File: config.mk
export PLATFORM = sky130hd
export DESIGN_NAME = descriptor_ring
export DESIGN_NICKNAME = d
export VERILOG_FILES = /design/src/rtl/descriptor_ring.sv
export SDC_FILE = /design/constraint.sdc
export NUM_CORES = 1
export LEC_CHECK = 0
export ABC_CLOCK_PERIOD_IN_PS = 11750
export CAP_MARGIN = 15
export CORE_MARGIN = 4
export CORE_UTILIZATION = 55
export CTS_CLUSTER_SIZE = 12
export DETAILED_ROUTE_END_ITERATION = 8
export HOLD_SLACK_MARGIN = 0.06
export PLACE_DENSITY = 0.73
export SLEW_MARGIN = 5
export SYNTH_ARGS = -nofsm -noshare
export SYNTH_HDL_FRONTEND = slang
export SYNTH_SLANG_ARGS = --single-unit
File: constraint.sdc
create_clock -name clk_i -period 11.75 [get_ports clk_i]
set_input_delay 2.9375 -clock clk_i [delete_from_list [all_inputs] [get_ports clk_i]]
set_output_delay 2.9375 -clock clk_i [all_outputs]
set_load 0.1 [all_outputs]
File: src/rtl/descriptor_ring.sv
// Circular descriptor queue with registered show-ahead head, occupancy count and flush.
// Optional per-entry even parity enabled by defining DESC_RING_PARITY_EN.
module descriptor_ring #(
  parameter int NUM_DESC = 16,
  parameter int ADDR_W   = 16,
  parameter int PTR_W    = 32,
  localparam int DESC_W  = 2*ADDR_W + PTR_W,
  localparam int CW      = $clog2(NUM_DESC+1),
  localparam int IW      = $clog2(NUM_DESC)
) (
  input  logic              clk_i,
  input  logic              resetn_i,
  input  logic              flush_i,
  input  logic              post_valid_i,
  output logic              post_ready_o,
  input  logic [DESC_W-1:0] post_data_i,
  output logic              fetch_valid_o,
  input  logic              fetch_ready_i,
  output logic [ADDR_W-1:0] src_address_o,
  output logic [ADDR_W-1:0] dst_address_o,
  output logic [PTR_W-1:0]  payload_ptr_o,
  output logic [CW-1:0]     count_o,
  output logic [IW-1:0]     wr_idx_o,
  output logic [IW-1:0]     rd_idx_o,
  output logic              parity_err_o
);

  typedef enum logic {ST_EMPTY, ST_VALID} state_t;

  state_t            state_q, state_d;
  logic [CW-1:0]     count_q, count_d;
  logic [IW-1:0]     wr_idx_q, wr_idx_d, rd_idx_q, rd_idx_d;
  logic              post_ready_q, post_ready_d;
  logic [DESC_W-1:0] data_q, data_d;
  logic [DESC_W-1:0] mem_q [NUM_DESC];
  logic              push, pop;

  function automatic logic [IW-1:0] inc(input logic [IW-1:0] i);
    return (i == IW'(NUM_DESC-1)) ? '0 : i + IW'(1);
  endfunction

  // Flush overrides both handshakes in the same cycle.
  always_comb begin
    push = post_valid_i && post_ready_q && !flush_i;
    pop  = fetch_valid_o && fetch_ready_i && !flush_i;
  end

  always_comb begin
    wr_idx_d     = push ? inc(wr_idx_q) : wr_idx_q;
    rd_idx_d     = pop ? inc(rd_idx_q) : rd_idx_q;
    count_d      = count_q + CW'(push) - CW'(pop);
    post_ready_d = (count_d != CW'(NUM_DESC));
    data_d       = data_q;
    // Head register reloads on a pop or while empty; bypass when the new head is being posted now.
    if (pop || state_q == ST_EMPTY) begin
      if (push && count_q == CW'(pop)) data_d = post_data_i;
      else if (pop)                    data_d = mem_q[rd_idx_d];
    end
    if (flush_i) begin
      wr_idx_d     = '0;
      rd_idx_d     = '0;
      count_d      = '0;
      post_ready_d = 1'b1;
    end
  end

  always_comb begin
    state_d = state_q;
    case (state_q)
      ST_EMPTY: if (push) state_d = ST_VALID;
      ST_VALID: if (pop && count_q == CW'(1) && !push) state_d = ST_EMPTY;
      default:  state_d = ST_EMPTY;
    endcase
    if (flush_i) state_d = ST_EMPTY;
  end

  always_comb begin
    fetch_valid_o = (state_q == ST_VALID);
  end

  always_ff @(posedge clk_i or negedge resetn_i) begin
    if (!resetn_i) begin
      state_q      <= ST_EMPTY;
      count_q      <= '0;
      wr_idx_q     <= '0;
      rd_idx_q     <= '0;
      post_ready_q <= 1'b1;
      data_q       <= '0;
    end else begin
      state_q      <= state_d;
      count_q      <= count_d;
      wr_idx_q     <= wr_idx_d;
      rd_idx_q     <= rd_idx_d;
      post_ready_q <= post_ready_d;
      data_q       <= data_d;
    end
  end

  always_ff @(posedge clk_i) begin
    if (push) mem_q[wr_idx_q] <= post_data_i;
  end

`ifdef DESC_RING_PARITY_EN
  logic par_q [NUM_DESC];
  logic err_q, err_d;

  // Parity is checked on the stored copy of the entry being popped, not on the head register.
  always_comb begin
    err_d = err_q | (pop && ((^mem_q[rd_idx_q]) != par_q[rd_idx_q]));
    if (flush_i) err_d = 1'b0;
  end

  always_ff @(posedge clk_i) begin
    if (push) par_q[wr_idx_q] <= ^post_data_i;
  end

  always_ff @(posedge clk_i or negedge resetn_i) begin
    if (!resetn_i) err_q <= 1'b0;
    else           err_q <= err_d;
  end

  assign parity_err_o = err_q;
`else
  assign parity_err_o = 1'b0;
`endif

  assign post_ready_o  = post_ready_q;
  assign count_o       = count_q;
  assign wr_idx_o      = wr_idx_q;
  assign rd_idx_o      = rd_idx_q;
  assign src_address_o = data_q[DESC_W-1 -: ADDR_W];
  assign dst_address_o = data_q[PTR_W +: ADDR_W];
  assign payload_ptr_o = data_q[PTR_W-1:0];

endmodule

==> results of run 1 <==
## layout make-up
type / instances / share of cell area
Tap cell: 1030 / 0.02651
Timing Repair Buffer: 191 / 0.03753
Antenna cell: 2 / 0.0001030
Clock inverter: 14 / 0.004890
Inverter: 7 / 0.0005405
Clock buffer: 185 / 0.06450
Multi-Input combinational cell: 1083 / 0.1927
Sequential cell: 1103 / 0.6732
## per-stage QoR
| stage | instances | instance area [µm²] | hold slack (ns) | setup WS, ns |
|---|---|---|---|---|
| after global placement | 3414 | 45230 | 0.5373 | 4.419 |
| after floorplan | 2358 | 42680 | 0.6647 | 3.351 |
| after global routing | 3614 | 48610 | 0.5786 | 4.805 |
| after CTS | 3613 | 48610 | 0.5563 | 5.017 |
| final | 3615 | 48610 | 0.5535 | 4.964 |
| after detailed placement | 3414 | 45230 | 0.5474 | 4.310 |
## Yosys cell counts, types with 2 or more instances
master / instances / area, µm²
a31oi_1: 65 / 406.6
buf_1: 10 / 37.54
a21o_1: 2 / 15.01
ha_1: 10 / 125.1
a2111oi_2: 17 / 255.2
nor2_1: 24 / 90.09
mux2i_1: 130 / 1301
and3b_1: 2 / 17.52
nand2b_1: 6 / 37.54
nor3_1: 4 / 20.02
inv_1: 7 / 26.28
nand2_1: 79 / 296.5
buf_6: 8 / 90.09
o21ai_2: 2 / 17.52
dfrtp_1: 78 / 1952
o22a_1: 64 / 560.5
a21oi_1: 140 / 700.7
a2111oi_0: 47 / 411.6
nor2b_1: 2 / 12.51
buf_2: 13 / 65.06
or2_2: 2 / 12.51
or3_1: 2 / 12.51
xnor2_1: 3 / 26.28
o21ai_1: 4 / 20.02
buf_4: 22 / 165.2
clkbuf_1: 112 / 420.4
nand4_1: 2 / 12.51
mux4_2: 128 / 2883
edfxtp_1: 1024 / 30750
xor2_1: 3 / 26.28
nand3_1: 134 / 670.6
o21ai_0: 131 / 655.6
o22ai_1: 65 / 406.6
## worst min path at each step
stage	depth (start not counted)	endpoint	slack [ns]	startpoint
2_1_floorplan	4	data_q[0]$_DFFE_PN0P_	0.66	mem_q[2][0]$_DFFE_PP_
3_3_place_gp	2	wr_idx_o[1]$_DFFE_PN0P_	0.54	post_ready_o$_DFF_PN1_
3_5_place_dp	2	wr_idx_o[1]$_DFFE_PN0P_	0.55	post_ready_o$_DFF_PN1_
4_1_cts	2	wr_idx_o[1]$_DFFE_PN0P_	0.56	post_ready_o$_DFF_PN1_
5_1_grt	2	wr_idx_o[1]$_DFFE_PN0P_	0.58	post_ready_o$_DFF_PN1_
6_report	2	wr_idx_o[1]$_DFFE_PN0P_	0.55	post_ready_o$_DFF_PN1_
## layer usage
metal,track usage,share of wire
met5,0,0.00022
met4,0.08394,0.029
met3,0.04694,0.11
met2,0.4253,0.49
met1,0.3558,0.37
## worst register-to-register path: stages (launching register included)
cell and delay, ns:
dfrtp_1 0.59, and3b_1 0.55, mux2_8 0.83, buf_4 0.91
mux4_2 0.45, a2111oi_0 0.55, a31oi_1 0.18
## registers in the layout, indices dropped and copies added, names as in the netlist
name,count
mem_q,1024
count_o,5
post_ready_o,1
rd_idx_o,4
wr_idx_o,4
data_q,64
fetch_valid_o,1
## kinds of logic after synthesis
group	after synthesis
AO/OA/AOI/OAI	541
XOR/XNOR	6
adder cells (fa/ha/maj)	11
buffers and inverters	172
flip-flops	1103
multiplexers	259
other	1
AND/OR/NAND/NOR	265
## report_power, final
part	switching [mW]	internal, mW	total [mW]	leakage, nW
logic	1.35	0.462	1.82	4.16
clock network	1.41	1.91	3.32	1.62
registers	0.140	4.47	4.61	10.1
total	2.90	6.84	9.74	15.9
==> impl_metrics.yaml, run 1 <==
global_routing:
  grt_pass1_vias: 24270
  grt_antenna_before_repair: 4
  grt_usage: 0.2584
  grt_max_degree: 115
  grt_pass1_wl_um: 157200
  overflow: 0
clocking:
  cts_setup_buffers: 0
  cts_sinks: 1103
  h-tree-depth: 3
  max-clock-path-buffers: 3
  cts.clk_slew.worst_paths_ns: 0.06
  cts-root-buf: "clkbuf_16"
  cts_tree: "built"
  insertion_delay_ns: 0.68
  cts_resized: 0
  holdBufCountCts: 0
  numCtsBuffers: 108
floorplanning:
  die_w_um: 286.6
  core_um2: 76450
  die_h_um: 286.6
  start_util: 0.5583
  die_area_um2: 82120
  rows: 101
  ios: 149
synth:
  synth_edf_count: 1024
  synth_top_flop_cell: "edfxtp_1"
  synth-xor-area-share: 0.001231
  yosys.area_share.simple: 0.02955
  yosys_warnings: 0
  synth_compound_area_frac: 0.08170
  synthesis.instances: 2358
  synth_area_um2: 42680
  ys_ff_latch: 1103
  synthMuxAreaShare: 0.09838
  synth_nets: 2438
  synth_top_family_by_area: "multiplexers"
  ys_types: 49
  synth_async_sr_flop_share: 0.07162
  synth.avg_cell_area_um2: 18.10
  synth_adder_area_share: 0.003401
  ys_seq_area_frac: 0.7668
placed_design:
  hpwlAfterDp_um: 51380
  place.gp.congestion: 0.7606
  portBuffers: 147
final_layout:
  nets: 2574
  regArea_um2: 32730
  multi_input_area_um2: 9366
  layout_commonest_cell: "edfxtp_1"
  final_util: 0.6358
  drive_above_1_share: 0.1382
  area_delta_synth_final_pct: 13.90
  fillCellCount: 5167
  final_cell_mix: "edfxtp_1, clkdlybuf4s50_1, a21oi_1"
setup_path:
  crit_start: "flush_i"
  start_kind: "input pin"
  r2r_slack_ns: 7.56
  setup.worst_path.class: "in -> reg"
  r2r_start: "fetch_valid_o$_DFF_PN0_"
  worstPathArrival_ns: 7.30
  cp.required_ns: 12.26
  crit_chain: "clkdlybuf4s50_1 > and3b_1 > mux2_8 > buf_4 > mux4_2 > a2111oi_0 > a31oi_1"
  path_max_fanout: 82
  critPathCapture: "data_q[61]$_DFFE_PN0P_"
  crit_buf_inv: 2
  r2r-end: "data_q[61]$_DFFE_PN0P_"
  critical_path_depth: 7
  crit_path_max_incr_delay_ns: 0.83
  crit_slowest_cell: "mux2_8"
  endpoint_kind: "flip-flop"
  crit_family: "buffers and inverters"
  ff2ff_path_depth: 6
pwr:
  vdd_drop_max_v: 0.0001835
  leakage_nw: 15.91
  cellPowerDensity_nw_per_um2: 200.4
  total_power_mw: 9.744
routing:
  vias: 23940
  drt-total-wl_um: 106600
  antenna_left: 0
  drt_iter0_drc: 2856
  vias_per_cell: 6.622
  first_pass_iters: 6
  drc: 0
  wl_per_cell_um: 29.49
sta:
  clock.fmax_mhz: 147.4
  tns_ns: 0
  relSlewSlack: 0.2180
  fin_skew_ns: 0.02808
  finalHoldViolations: 0
  setup_viol: 0
  fin_crit_ns: 6.786
  period_share: 0.5776
  final_max_slew_viol_count: 0
  worst_pin_slew_ns: 1.148
  rsz0062_at_grt: "false"
min_path:
  hold_path_class: "reg -> reg"
job:
  maxCapViolCount: 0
outcome:
  status: "complete, no violations"
Power figures use the tool's default switching activity.
==> run 2: changes to the inputs <==
ABC_CLOCK_PERIOD_IN_PS = 6800   (was 11750)
clock period = 6.8 ns   (was 11.75 ns; I/O delays follow)
==> run 2 against run 1 <==
  * Global-route usage up 0.32 points
  * Clock skew up 0.011 ns
  * Largest power group unchanged
  * Combinational power up 74%
  * Clock-buffer cell count unchanged
  * Sequential power up 73%
  * Clock power up 74%
  * Critical endpoint is now data_q[23]$_DFFE_PN0P_
  * Routed wire length up 0.81%
  * Power up 74%
==> impl_metrics.yaml, run 2 (same netlist as run 1, synthesis figures left out) <==
outcome:
  status: "complete, no violations"
sta:
  relSlewSlack: 0.2007
  layout_setup_ws_ns: 1.783
  setup_viol: 0
  fin_crit_ns: 5.017
  clock.fmax_mhz: 199.3
  period_share: 0.7378
  worst_pin_slew_ns: 1.199
  tns_ns: 0
  finalHoldViolations: 0
  fin_skew_ns: 0.03953
  final_max_slew_viol_count: 0
  rsz0062_at_grt: "false"
clocking:
  cts_setup_buffers: 0
  cts_resized: 0
  numCtsBuffers: 108
  cts_tree: "built"
  cts_sinks: 1103
  insertion_delay_ns: 0.69
  cts.clk_slew.worst_paths_ns: 0.06
  max-clock-path-buffers: 3
  cts-root-buf: "clkbuf_16"
  h-tree-depth: 3
  holdBufCountCts: 0
setup_path:
  setup.worst_path.class: "in -> reg"
  endpoint_kind: "flip-flop"
  path_max_fanout: 19
  worstPathArrival_ns: 5.54
  cp.required_ns: 7.32
  start_kind: "input pin"
final_layout:
  drive_above_1_share: 0.1461
  regMostFlops: "mem_q"
  layout_commonest_cell: "edfxtp_1"
  area_delta_synth_final_pct: 14.84
  fillCellCount: 5103
  largest_reg_flops: 1024
  nets: 2591
  final_cell_mix: "edfxtp_1, clkdlybuf4s50_1, a21oi_1"
pwr:
  vdd_drop_max_v: 0.0003564
  leakage_nw: 16.06
  cellPowerDensity_nw_per_um2: 345.2
placed_design:
  dp_slack_ns: 1.209
  place.gp.congestion: 0.7794
  portBuffers: 147
  hpwlAfterDp_um: 54290
floorplanning:
  ios: 149
  core_um2: 76450
  die_w_um: 286.6
  die_h_um: 286.6
  start_util: 0.5583
  die_area_um2: 82120
  rows: 101
global_routing:
  grt_antenna_before_repair: 5
  overflow: 0
  grt_max_degree: 89
  grt_usage: 0.2616
  grt_pass1_vias: 24810
  grt_pass1_wl_um: 159900
routing:
  vias_per_cell: 6.656
  vias: 24200
  drt-total-wl_um: 107500
  antenna_left: 0
  wl_per_cell_um: 29.55
  drt_iter0_drc: 3207
  first_pass_iters: 5
  drc: 0
job:
  maxCapViolCount: 0
min_path:
  hold_path_class: "reg -> reg"
==> run 2: cell count changes in the layout (fill, tap and decap cells not counted), moves of 3 or more <==
cell / change
inv_16: +4
clkbuf_1: -6
nor3_4: +4
buf_12: +15
nor3_2: -4
clkbuf_8: +8
diode_2: +3
==> run 2: layout make-up <==
| type | count | area, µm² | area share |
|---|---|---|---|
| multi-input combinational | 1083 | 9387 | 0.1915 |
| antenna | 5 | 12.51 | 0.0002553 |
| tap | 1030 | 1289 | 0.02629 |
| clock inverter | 15 | 259.0 | 0.005284 |
| sequential | 1103 | 32730 | 0.6677 |
| clock buffer | 185 | 3173 | 0.06474 |
| inverter | 7 | 26.28 | 0.0005361 |
| timing repair buffer | 208 | 2140 | 0.04365 |
==> run 2: metal layers <==
layer	GRT usage	wire length, µm	part of all wire
met1	0.3552	40640	0.38
met5	0	13	0.00012
met4	0.09040	3139	0.029
met3	0.06044	11510	0.11
met2	0.4234	52150	0.49
==> run 2: worst paths after layout <==
check	start	cells past startpoint	end	slack, ns
max in group asynchronous	resetn_i	2	data_q[38]$_DFFE_PN0P_	4.36
hold reg to reg	post_ready_o$_DFF_PN1_	2	wr_idx_o[1]$_DFFE_PN0P_	0.57
setup reg to reg	rd_idx_o[0]$_DFF_PN0_	8	data_q[23]$_DFFE_PN0P_	2.90
min in group asynchronous	resetn_i	1	data_q[8]$_DFFE_PN0P_	1.19
setup / recovery	flush_i	8	data_q[23]$_DFFE_PN0P_	1.78
hold / removal	post_ready_o$_DFF_PN1_	2	wr_idx_o[1]$_DFFE_PN0P_	0.57
==> run 2: critical path: stages <==
cell             delay, ns
clkdlybuf4s50_1       0.77
nand3b_4              0.40
and2_4                0.22
nor2_4                0.62
buf_4                 0.41
mux4_2                0.54
a2111oi_0             0.70
a31oi_1               0.15
==> run 2: metrics by stage <==
stage               hold slack, ns    util  cells  instance area [µm²]  total power [mW]
finish                      0.5680  0.6411   3636                49010             16.92
global route                0.5925  0.6410   3633                49010             17.43
CTS                         0.5658  0.6409   3631                49000             16.99
detailed placement          0.5572  0.5960   3431                45570             11.27
global placement            0.5335  0.5960   3431                45570             11.21
floorplan                   0.6647       -   2358                42700             10.29
==> run 2: power breakdown <==
| group | switching (mW) | leakage (nW) | internal (mW) |
|---|---|---|---|
| Combinational | 2.35 | 4.27 | 0.816 |
| Sequential | 0.259 | 10.1 | 7.72 |
| Clock | 2.48 | 1.65 | 3.29 |
